===== src/rtl/led_fade_pwm_pkg.sv =====
// Shared constants and helpers for the LED fade/PWM stage.
// Pin polarity, default PWM width and the default fade rate derived from the system clock.
package led_fade_pwm_pkg;

  localparam logic LED_ON  = 1'b0;
  localparam logic LED_OFF = 1'b1;

  localparam int NUM_CH       = 4;
  localparam int DEF_PWM_BITS = 8;
  localparam int CLK_HZ       = 50_000_000;
  localparam int FADE_MS      = 250;

  // A full 0 -> max ramp takes about FADE_MS; rounded up so the ramp is never faster.
  localparam int DEF_FADE_STEPS    = (1 << DEF_PWM_BITS) - 1;
  localparam int DEF_FADE_STEP_CYC =
    ((CLK_HZ / 1000) * FADE_MS + DEF_FADE_STEPS - 1) / DEF_FADE_STEPS;

  // Width of a counter running 0..n-1, never narrower than one bit.
  function automatic int cnt_width(input int n);
    return (n <= 1) ? 1 : $clog2(n);
  endfunction

endpackage


===== src/rtl/led_fade_chan.sv =====
// One LED channel: duty register that ramps toward its target on each step tick,
// and a PWM compare that produces the registered active-low pin drive.
module led_fade_chan
  import led_fade_pwm_pkg::*;
#(
  parameter int PWM_BITS = DEF_PWM_BITS
) (
  input  logic                clk,
  input  logic                rst,
  input  logic                req_on,
  input  logic [PWM_BITS-1:0] brightness,
  input  logic                step_tick,
  input  logic [PWM_BITS-1:0] pwm_cnt,
  output logic                led_n,
  output logic                busy_ch
);

  localparam logic [PWM_BITS-1:0] DUTY_MAX = '1;

  logic [PWM_BITS-1:0] duty_q, duty_d;
  logic [PWM_BITS-1:0] target;
  logic                led_n_q, led_n_d;
  logic                pwm_on;

  always_comb begin
    // NOTE: every comb output gets a default first, so no path leaves it unassigned (no latch).
    target  = req_on ? brightness : '0;
    duty_d  = duty_q;
    if (step_tick) begin
      if (duty_q < target) begin
        duty_d = duty_q + PWM_BITS'(1);
      end else if (duty_q > target) begin
        duty_d = duty_q - PWM_BITS'(1);
      end
    end
    // Full-scale duty is forced on so the LED never blinks off for the one tick pwm_cnt==max.
    pwm_on  = (duty_q == DUTY_MAX) || (pwm_cnt < duty_q);
    led_n_d = pwm_on ? LED_ON : LED_OFF;
  end

  // NOTE: state uses non-blocking assignments so every flop samples pre-edge values.
  always_ff @(posedge clk or posedge rst) begin
    if (rst) begin
      duty_q  <= '0;
      led_n_q <= LED_OFF;
    end else begin
      duty_q  <= duty_d;
      led_n_q <= led_n_d;
    end
  end

  assign led_n   = led_n_q;
  assign busy_ch = (duty_q != target);

endmodule


===== src/rtl/led_fade_pwm.sv =====
// Fades the sequencer's active-low 4-LED pattern in and out with per-channel PWM.
// Holds the input registers, the shared PWM/step timebase and the busy reduction.
module led_fade_pwm
  import led_fade_pwm_pkg::*;
#(
  parameter int PWM_BITS      = DEF_PWM_BITS,
  parameter int PWM_DIV       = 1,
  parameter int FADE_STEP_CYC = DEF_FADE_STEP_CYC
) (
  input  logic                clk,
  input  logic                rst,
  input  logic [NUM_CH-1:0]   led_in,
  input  logic [PWM_BITS-1:0] brightness,
  output logic [NUM_CH-1:0]   led_out,
  output logic                busy
);

  localparam int DIV_W  = cnt_width(PWM_DIV);
  localparam int STEP_W = cnt_width(FADE_STEP_CYC);

  logic [NUM_CH-1:0]   led_in_q, led_in_d;
  logic [PWM_BITS-1:0] brightness_q, brightness_d;
  logic [DIV_W-1:0]    div_cnt_q, div_cnt_d;
  logic [PWM_BITS-1:0] pwm_cnt_q, pwm_cnt_d;
  logic [STEP_W-1:0]   step_cnt_q, step_cnt_d;
  logic                busy_q, busy_d;

  logic                div_wrap;
  logic                step_tick;
  logic [NUM_CH-1:0]   led_n;
  logic [NUM_CH-1:0]   busy_ch;

  always_comb begin
    led_in_d     = led_in;
    brightness_d = brightness;

    div_wrap  = (div_cnt_q == DIV_W'(PWM_DIV - 1));
    div_cnt_d = div_wrap ? '0 : div_cnt_q + DIV_W'(1);
    pwm_cnt_d = div_wrap ? pwm_cnt_q + PWM_BITS'(1) : pwm_cnt_q;

    // The step timebase is free-running and shared, so channels ramp in lockstep.
    step_tick  = (step_cnt_q == STEP_W'(FADE_STEP_CYC - 1));
    step_cnt_d = step_tick ? '0 : step_cnt_q + STEP_W'(1);

    busy_d = |busy_ch;
  end

  always_ff @(posedge clk or posedge rst) begin
    if (rst) begin
      led_in_q     <= {NUM_CH{LED_OFF}};
      brightness_q <= '0;
      div_cnt_q    <= '0;
      pwm_cnt_q    <= '0;
      step_cnt_q   <= '0;
      busy_q       <= 1'b0;
    end else begin
      led_in_q     <= led_in_d;
      brightness_q <= brightness_d;
      div_cnt_q    <= div_cnt_d;
      pwm_cnt_q    <= pwm_cnt_d;
      step_cnt_q   <= step_cnt_d;
      busy_q       <= busy_d;
    end
  end

  for (genvar i = 0; i < NUM_CH; i++) begin : g_chan
    led_fade_chan #(
      .PWM_BITS (PWM_BITS)
    ) u_chan (
      .clk        (clk),
      .rst        (rst),
      .req_on     (led_in_q[i] == LED_ON),
      .brightness (brightness_q),
      .step_tick  (step_tick),
      .pwm_cnt    (pwm_cnt_q),
      .led_n      (led_n[i]),
      .busy_ch    (busy_ch[i])
    );
  end

  assign led_out = led_n;
  assign busy    = busy_q;

endmodule


===== config.mk =====
export PLATFORM = sky130hd
export DESIGN_NAME = led_fade_pwm
export DESIGN_NICKNAME = d
export VERILOG_FILES = /design/src/rtl/led_fade_pwm_pkg.sv /design/src/rtl/led_fade_chan.sv /design/src/rtl/led_fade_pwm.sv
export SDC_FILE = /design/constraint.sdc
export NUM_CORES = 1
export LEC_CHECK = 0
export ABC_AREA = 1
export CORE_ASPECT_RATIO = 0.9
export CORE_MARGIN = 2
export CORE_UTILIZATION = 30
export CTS_CLUSTER_DIAMETER = 60
export DETAILED_ROUTE_END_ITERATION = 16
export GPL_TIMING_DRIVEN = 0
export PLACE_DENSITY = 0.47
export SYNTH_ARGS = -nofsm -noshare
export SYNTH_HDL_FRONTEND = slang
export SYNTH_SLANG_ARGS = --single-unit

===== constraint.sdc =====
create_clock -name clk -period 2.5 [get_ports clk]
set_input_delay 0.75 -clock clk [delete_from_list [all_inputs] [get_ports clk]]
set_output_delay 0.75 -clock clk [all_outputs]
set_load 0.01 [all_outputs]

# Yosys cells after proc, flatten, opt, wreduce, memory -nomap -nowiden
# Cells that the tools add are included.
[classes]
add_sub_neg = 11
magnitude_cmp = 12
n_eq_ne = 9
mux = 18
reduce_logical = 13
[ops]
columns = ["operator", "count"]
rows = [
  ["$mux W8", 12],
  ["$lt A8 B8 Y1", 8],
  ["$add A8 B1 Y8 const B", 5],
  ["$eq A8 B8 Y1 const B", 4],
  ["$gt A8 B8 Y1", 4],
  ["$ne A8 B8 Y1", 4],
  ["$sub A8 B1 Y8 const B", 4],
  ["$add A16 B1 Y16 const B", 1],
  ["$eq A16 B16 Y1 const B", 1],
  ["$mux W16", 1],
  ["$reduce_and A2 Y1", 4],
  ["$reduce_bool A2 Y1", 4],
  ["$mux W1", 5],
  ["$logic_or A1 B1 Y1", 4],
  ["$reduce_or A4 Y1", 1],
  ["$add A1 B1 Y1 const B", 1],
]
[totals]
register_bits = 74
elab_cells = 77

# Depth between registers and ports, before layout
# Gate-level depths: netlist (run 1).
[depth]
ltp_word = 4
depth_mapped = 22

# By module
# A second synthesis (run 1) with hierarchy kept.
[unflattened]
cells_unflattened = 737
area_unflattened_um2 = 5869.4
[by_module_without_submodules]
columns = ["mod", "n_inst", "cells_per_inst", "area_per_inst_um2", "seq_area_each_um2"]
rows = [
  ["led_fade_chan (g_chan[0].u_chan ...)", 2, 141, 1063.5, 226.5],
  ["led_fade_chan (g_chan[1].u_chan ...)", 2, 142, 1033.5, 226.5],
  ["led_fade_pwm", 1, 171, 1675.4, 930.9],
]

# Worst setup path before layout (run 1)
# Ideal clock, no wire load.
[synth_timing]
kind = "register to register"
from = "register led_in_q[1]"
to = "register g_chan[1].u_chan.duty_q[7]"
arrival_ns = 2.402
required_time_ns = 2.384
path_slack_ns = -0.018
path_stages_with_launch = 16
path_buffers = 0
path_cell_list = "dfstp_2 -> inv_1 -> nand2_1 -> ha_1 -> a21o_1 -> nor2_1 -> nand2_1 -> ha_1 -> o21ai_0 -> nor2_1 -> nor2_1 -> inv_1 -> nand2_1 -> nand2_1 -> nand2_1 -> nand2_1"
[synth_between]
elab_chain_len = 4
[synth_lines]
columns = ["item", "line_no", "rtl"]
rows = [
  ["from (decl)", "led_fade_pwm.sv:21", "logic [NUM_CH-1:0] led_in_q, led_in_d;"],
  ["from (signal assigned)", "led_fade_pwm.sv:50", "led_in_q <= {NUM_CH{LED_OFF}};"],
  ["from (signal assigned)", "led_fade_pwm.sv:57", "led_in_q <= led_in_d;"],
  ["$mux W8 (*)", "led_fade_chan.sv:27", "target = req_on ? brightness : '0;"],
  ["$gt A8 B8 Y1 or $lt A8 B8 Y1 (tied branches)", "led_fade_chan.sv:32, led_fade_chan.sv:30", ""],
  ["$reduce_bool A2 Y1 (no line)", "--", ""],
  ["$reduce_and A2 Y1 (no line)", "--", ""],
  ["to (signal assigned)", "led_fade_chan.sv:47", "duty_q <= duty_d;"],
  ["to (decl)", "led_fade_chan.sv:20", "logic [PWM_BITS-1:0] duty_q, duty_d;"],
]
# Every way passes the cells marked *; elsewhere a longest branch is shown, timed or not.
# A chain may end at the register's enable or synchronous reset.

# Final worst setup path (run 1)
[layout_timing]
from = "register led_in_q[3]"
to = "register g_chan[3].u_chan.duty_q[6]"
[layout_between]
elab_chain_len = 4
[layout_lines]
columns = ["item", "line_no"]
rows = [
  ["$mux W8 (*)", "led_fade_chan.sv:27"],
  ["$gt A8 B8 Y1 or $lt A8 B8 Y1 (tied branches)", "led_fade_chan.sv:32, led_fade_chan.sv:30"],
  ["$reduce_bool A2 Y1 (no line)", "--"],
  ["$reduce_and A2 Y1 (no line)", "--"],
  ["to (signal assigned)", "led_fade_chan.sv:47"],
  ["to (decl)", "led_fade_chan.sv:20"],
]
# Marks and branches as above.

==> results of run 1 <==
## critical path, cell delays in order (launching register included)
cell and delay (ns):
dfstp_2 0.57, inv_4 0.07, nand2_1 0.10, ha_4 0.21, nand2_1 0.06, inv_1 0.05, nand2_1 0.07, nand2_1 0.07
nand2_2 0.13, nand2_8 0.12, ha_4 0.31, inv_1 0.06, o21bai_1 0.22, nand2_1 0.09, nand3_1 0.12, xnor2_1 0.13
o21ai_1 0.07
## metal layers
metal  GRT usage [%]  part of all wire (%)  wire length, um  vias up
met2           26.49                    48             7183       77
li1                -                     -                -     2464
met4           5.769                   2.0              298        0
met3           3.082                   3.4              511       21
met5               0                     0                0        -
met1           20.57                    46             6929     2323
## cells in the final DEF, fill, tap and decap left out, types with 4 or more instances in the layout
cell / Yosys / routed
dfrtp_1: 65 / 61
bufinv_16: 0 / 4
o21ai_0: 21 / 16
a22oi_1: 4 / 4
nand3_1: 36 / 30
clkbuf_16: 0 / 9
nor2_1: 42 / 36
a21oi_1: 40 / 29
nor4_1: 9 / 9
buf_4: 4 / 29
a21oi_2: 0 / 11
nand4_1: 16 / 16
clkdlybuf4s50_1: 0 / 18
dfstp_2: 8 / 8
dfrtp_2: 0 / 4
xnor2_1: 9 / 9
a21o_1: 6 / 6
nand2_2: 4 / 28
ha_1: 86 / 48
nor2_4: 1 / 4
nand2_1: 181 / 153
ha_4: 0 / 38
o21a_1: 5 / 4
inv_4: 0 / 4
o21ai_1: 13 / 16
nor3_1: 13 / 13
xor2_1: 24 / 24
inv_1: 104 / 98
## metrics by stage
| step | std cells | setup WS, ns | hold slack, ns | power, mW | utilization, % |
|---|---|---|---|---|---|
| floorplan | 709 | 0.01301 | 0.4329 | 1.363 | - |
| global placement | 972 | -0.3618 | 0.4500 | 1.425 | 33.25 |
| detailed placement | 974 | -0.4159 | 0.4530 | 1.441 | 33.47 |
| CTS | 1013 | -0.02087 | 0.4606 | 3.145 | 39.28 |
| global route | 1018 | -0.2121 | 0.4844 | 3.257 | 40.78 |
| finish | 1018 | -0.06215 | 0.4570 | 3.120 | 40.78 |
## flip-flops by register name, summed over array words and instances, names as in the netlist
name,cells
busy,1
pwm_cnt_q,8
brightness_q,8
g_chan.u_chan.led_n,4
led_in_q,4
step_cnt_q,16
g_chan.u_chan.duty_q,32
## what timing repair did
action	4_1_cts	5_1_grt
cloned	1	0
pin swaps	30	40
resized for setup	84	47
endpoints found under the setup margin	19	20
buffers inserted	22	5
## report_power, final
| part | switching (mW) | total (mW) | internal [mW] |
|---|---|---|---|
| clock | 0.528 | 1.61 | 1.08 |
| sequential | 0.0190 | 1.21 | 1.20 |
| combinational | 0.165 | 0.298 | 0.133 |
| total | 0.712 | 3.12 | 2.41 |
## cell type report
type / count / area [um2]
well taps: 245 / 306.5
fillers: 1776 / 10830
inverters: 105 / 407.9
flip-flops and latches: 73 / 1842
repair buffers: 47 / 430.4
clock buffers: 11 / 232.7
clock inverters: 5 / 128.9
multi-input cells: 528 / 4080
plain buffers: 4 / 30.03
## logic make-up after synthesis
| kind of cell | count (synthesis) |
|---|---|
| adders and majority gates | 90 |
| buffers and inverters | 109 |
| and+or+nand+nor | 306 |
| AOI/OAI and AO/OA | 98 |
| DFF | 73 |
| xor gates and xnor gates | 33 |
## worst min path at each step
stage | start | end | slack (ns)
global route | step_cnt_q[0]$_DFF_PP0_ | step_cnt_q[0]$_DFF_PP0_ | 0.48
CTS | step_cnt_q[0]$_DFF_PP0_ | step_cnt_q[0]$_DFF_PP0_ | 0.46
global placement | step_cnt_q[0]$_DFF_PP0_ | step_cnt_q[0]$_DFF_PP0_ | 0.45
floorplan | step_cnt_q[0]$_DFF_PP0_ | step_cnt_q[0]$_DFF_PP0_ | 0.43
detailed placement | step_cnt_q[0]$_DFF_PP0_ | step_cnt_q[0]$_DFF_PP0_ | 0.45
finish | step_cnt_q[0]$_DFF_PP0_ | step_cnt_q[0]$_DFF_PP0_ | 0.46
==> reports/results.ini, run 1 <==
[cts]
clk_pin_slew_worst_paths_ns=0.06
insertion_delay_ns=0.35
cts_tree=done
htree_levels=3
cts_hold_buf=0
clock_path_buffers=2
cts_root_buf=clkbuf_16
cts_inserted_buffers=9
cts_sinks=73

[critical_path]
crit_arrival_ns=2.80
crit_fanout=8
cp-end-kind=register
critPathCapture=g_chan[3].u_chan.duty_q[6]$_DFFE_PP0P_
reg2reg_from=led_in_q[3]$_DFF_PP1_
cp-start-kind=register
reg2reg_to=g_chan[3].u_chan.duty_q[6]$_DFFE_PP0P_
regToRegSetupSlack_ns=-0.06
crit_required_ns=2.74
startpoint=led_in_q[3]$_DFF_PP1_
reg2reg_depth=16
crit_type=register to register

[placement]
gp_congestion=0.8263
dp_hpwl_um=10680
post_dp_cell_area_um2=6121
io_buffers=18

[route]
totalWireLength_um=14920
dr.first_iter.drc_count=274
routed-via-count=4885
detailedRoute.firstPassIterationCount=5
drc=0
wl_per_cell_um=14.66
viasPerCell=4.799
antenna_left=0

[timing]
clock.fmax_mhz=390.3
setup_tns_ns=-0.1086
post-route-min-period_ns=2.562
drv_slew=0
finalClockSkew_ns=0.008692
hold_viol=0
slew-limit-headroom_pct=63.07
min_period_over_period_pct=102.5
setup_viol=4
setup_ws_ns=-0.06215
tightest_slew_ns=0.5522
rsz0062_at_grt=yes

[synth]
post-synth-top-count-cell=nand2_1
ys_seq_area_share_pct=32.94
syn_avg_cell_area_um2=7.864
async_flop_share_pct=100.0
synth_cells=709
ys_ff_latch=73
muxShareOfSynthArea_pct=0
synth_top_area_share_pct=29.17
mappedNetlistArea_um2=5575
yosys-top-cells-count=nand2_1 (181), inv_1 (104), ha_1 (86)
yosysWarnings=0
synth-edff-count=0
synth_top_area_cell=dfrtp_1
synth-compound-area-share_pct=9.740
synth_top_flop_cell=dfrtp_1
synth_top_family_by_area=simple AND/OR/NAND/NOR gates
yosys.area_share.simple_pct=23.79
synth_area_leaders=dfrtp_1 (29%), ha_1 (19%), nand2_1 (12%), inv_1 (7.0%), dfstp_2 (3.8%)
synth_nets=813
synthAdderAreaFrac_pct=20.74
synth_xor_area_share_pct=5.184
synth.distinct_cells=28

[power]
vdd_drop_max_mv=0.3010
p_leak_nw=3.388
p_per_area_nw_per_um2=418.3

[grt]
grt_max_degree=31
grt_usage_pct=15.90
antenna_found_initial=0
grt.overflow.total=0
grt_pass1_wl_um=24690
grt_pass1_vias=4970

[floorplan]
pin_count=19
die_h_um=133.3
num_rows=47
die_w_um=147.7
die-area_um2=19690
start_util_pct=30.49
fp.coreArea_um2=18290

[run]
max_cap_viol_count=0

[status]
status=finished with violations
failed_checks=setup timing

[layout]
syn2layout_area_growth_pct=33.77
insertedDiodeCount=0
stdcell_area_um2=7458
layout-drive-gt1-share_pct=22.51
layout.nets=872

[worst_hold_path]
min_path_cells=1
hp-class=register to register

No activity file was read; power rests on OpenSTA's default activity.
==> run 2, diff against run 1 <==
--- a/config.mk
+++ b/config.mk
@@ -6,7 +6,6 @@
 export NUM_CORES = 1
 export LEC_CHECK = 0
 export ABC_AREA = 1
-export CORE_ASPECT_RATIO = 0.9
 export CORE_MARGIN = 2
 export CORE_UTILIZATION = 30
 export CTS_CLUSTER_DIAMETER = 60
==> run 2 against run 1 <==
Against the previous run: maximum frequency increased by 1.0%; the flow still finishes with violations (setup timing); largest cell class unchanged; final area grew 0.77%; count of clock-buffer cells in the layout grew 1.
==> reports/results.ini, run 2 (synthesized netlist as in run 1, its figures left out) <==
[status]
status=finished with violations
failed_checks=setup timing

[critical_path]
reg2reg_depth=18
crit_arrival_ns=2.77
cp-end-kind=register
crit_fanout=7
crit_type=register to register
crit_required_ns=2.73
cp-start-kind=register

[floorplan]
start_util_pct=30.83
pin_count=19
die_h_um=140.3
die_w_um=140.3
die-area_um2=19690
num_rows=49
fp.coreArea_um2=18090

[timing]
rsz0062_at_grt=yes
finalClockSkew_ns=0.007718
whs_ns=0.4554
post-route-min-period_ns=2.537
clock.fmax_mhz=394.2
min_period_over_period_pct=101.5
setup_ws_ns=-0.03668
drv_slew=0
hold_viol=0
tightest_slew_ns=0.6728
setup_viol=1
slew-limit-headroom_pct=55.00

[placement]
gp_congestion=0.8138
dp_cells=958
dp_hpwl_um=10420
io_buffers=18

[layout]
layout.nets=874
fin_cells=1004
syn2layout_area_growth_pct=34.81
insertedDiodeCount=0
layout-drive-gt1-share_pct=24.52
largest_reg_flops=32
final_cell_mix=nand2_1 (147), inv_1 (94), dfrtp_1 (62), ha_1 (46), ha_4 (39)
largest_register=g_chan.u_chan.duty_q
final_common_cell=nand2_1
largestRegisters=g_chan.u_chan.duty_q x32, step_cnt_q x16

[route]
antenna_left=0
wl_per_cell_um=15.04
dr.first_iter.drc_count=173
viasPerCell=4.835
detailedRoute.firstPassIterationCount=4
drc=0
totalWireLength_um=15100
routed-via-count=4854

[grt]
grt_pass1_vias=4917
antenna_found_initial=0
grt_pass1_wl_um=24450
grt.overflow.total=0
grt_usage_pct=15.70
grt_max_degree=31

[cts]
clk_pin_slew_worst_paths_ns=0.06
cts_root_buf=clkbuf_16
insertion_delay_ns=0.35
htree_levels=3
cts_sinks=73
cts_inserted_buffers=9
clock_path_buffers=2
cts_tree=done

[worst_hold_path]
hp-class=register to register
min_path_cells=1

[run]
max_cap_viol_count=0

[power]
p_per_area_nw_per_um2=375.9
vdd_drop_max_mv=0.3039
p_leak_nw=3.433

-- run 2: cell count changes in the layout (fill, tap and decap cells not counted), sizes merged --
cell,previous run,this run
bufinv,4,1
clkbuf,11,12
clkinv,1,4
inv,104,103
nand2,187,189
-- run 2: power breakdown --
part | switching, mW | leakage (nW) | internal, mW
logic | 0.176 | 2.36 | 0.145
registers | 0.0218 | 0.937 | 1.20
clock network | 0.519 | 0.140 | 0.769
total | 0.716 | 3.43 | 2.11
-- run 2: routing by layer --
layer | global-route usage [%] | vias up | routed length [um]
met1 | 20.19 | 2309 | 6981
met3 | 2.838 | 18 | 416
met2 | 27.17 | 51 | 7439
met4 | 4.200 | 0 | 263
li1 | - | 2476 | -
met5 | 0 | - | 0
-- run 2: layout make-up --
cell class | instances | area [um2]
tap | 229 | 286.5
fill | 1752 | 10570
sequential | 73 | 1841
timing repair buffer | 47 | 450.4
clock buffer | 12 | 236.5
buffer | 4 | 30.03
inverter | 105 | 410.4
multi-input combinational | 530 | 4217
clock inverter | 4 | 45.04
-- run 2: stage by stage --
| stage | worst slack, ns | power [mW] | setup TNS, ns | area (um2) | utilization [%] |
|---|---|---|---|---|---|
| finish | -0.03668 | 2.826 | -0.03668 | 7516 | 41.56 |
| global route | -0.2065 | 2.956 | -1.319 | 7516 | 41.56 |
| CTS | 0.003683 | 2.806 | 0 | 6997 | 38.69 |
| detailed placement | -0.3625 | 1.441 | -3.622 | 6101 | 33.73 |
| global placement | -0.3427 | 1.428 | -9.863 | 6061 | 33.51 |
| floorplan | 0.01301 | 1.363 | 0 | 5594 | - |
-- run 2: worst paths after layout --
check	from	to	slack [ns]
setup reg to reg	led_in_q[0]$_DFF_PP1_	g_chan[0].u_chan.duty_q[7]$_DFFE_PP0P_	-0.04
max in group asynchronous	rst	g_chan[0].u_chan.led_n$_DFF_PP1_	0.97
hold / removal	step_cnt_q[0]$_DFF_PP0_	step_cnt_q[0]$_DFF_PP0_	0.46
setup / recovery	led_in_q[0]$_DFF_PP1_	g_chan[0].u_chan.duty_q[7]$_DFFE_PP0P_	-0.04
hold reg to reg	step_cnt_q[0]$_DFF_PP0_	step_cnt_q[0]$_DFF_PP0_	0.46
min in group asynchronous	rst	g_chan[3].u_chan.duty_q[7]$_DFFE_PP0P_	0.75
-- run 2: repair_timing --
| action | CTS | global route |
|---|---|---|
| cloned | 3 | 0 |
| pin swaps | 37 | 62 |
| gates resized for setup | 81 | 87 |
| hold buffers | 0 | 0 |
| setup buffers | 14 | 13 |
| endpoints found under the setup margin | 19 | 18 |
-- run 2: critical path: stages, from the launching register on --
cell	delay, ns
dfstp_2	0.56
clkinv_4	0.10
nand2_2	0.09
ha_4	0.20
nand2_1	0.06
nand2_1	0.06
nand2_2	0.07
nand2_2	0.06
nand2_4	0.12
nand2_8	0.10
ha_4	0.26
nand3_2	0.09
nand3_4	0.11
a21oi_2	0.17
inv_1	0.06
nand2_1	0.08
nand2_2	0.07
o21ai_2	0.10
nand2_1	0.06
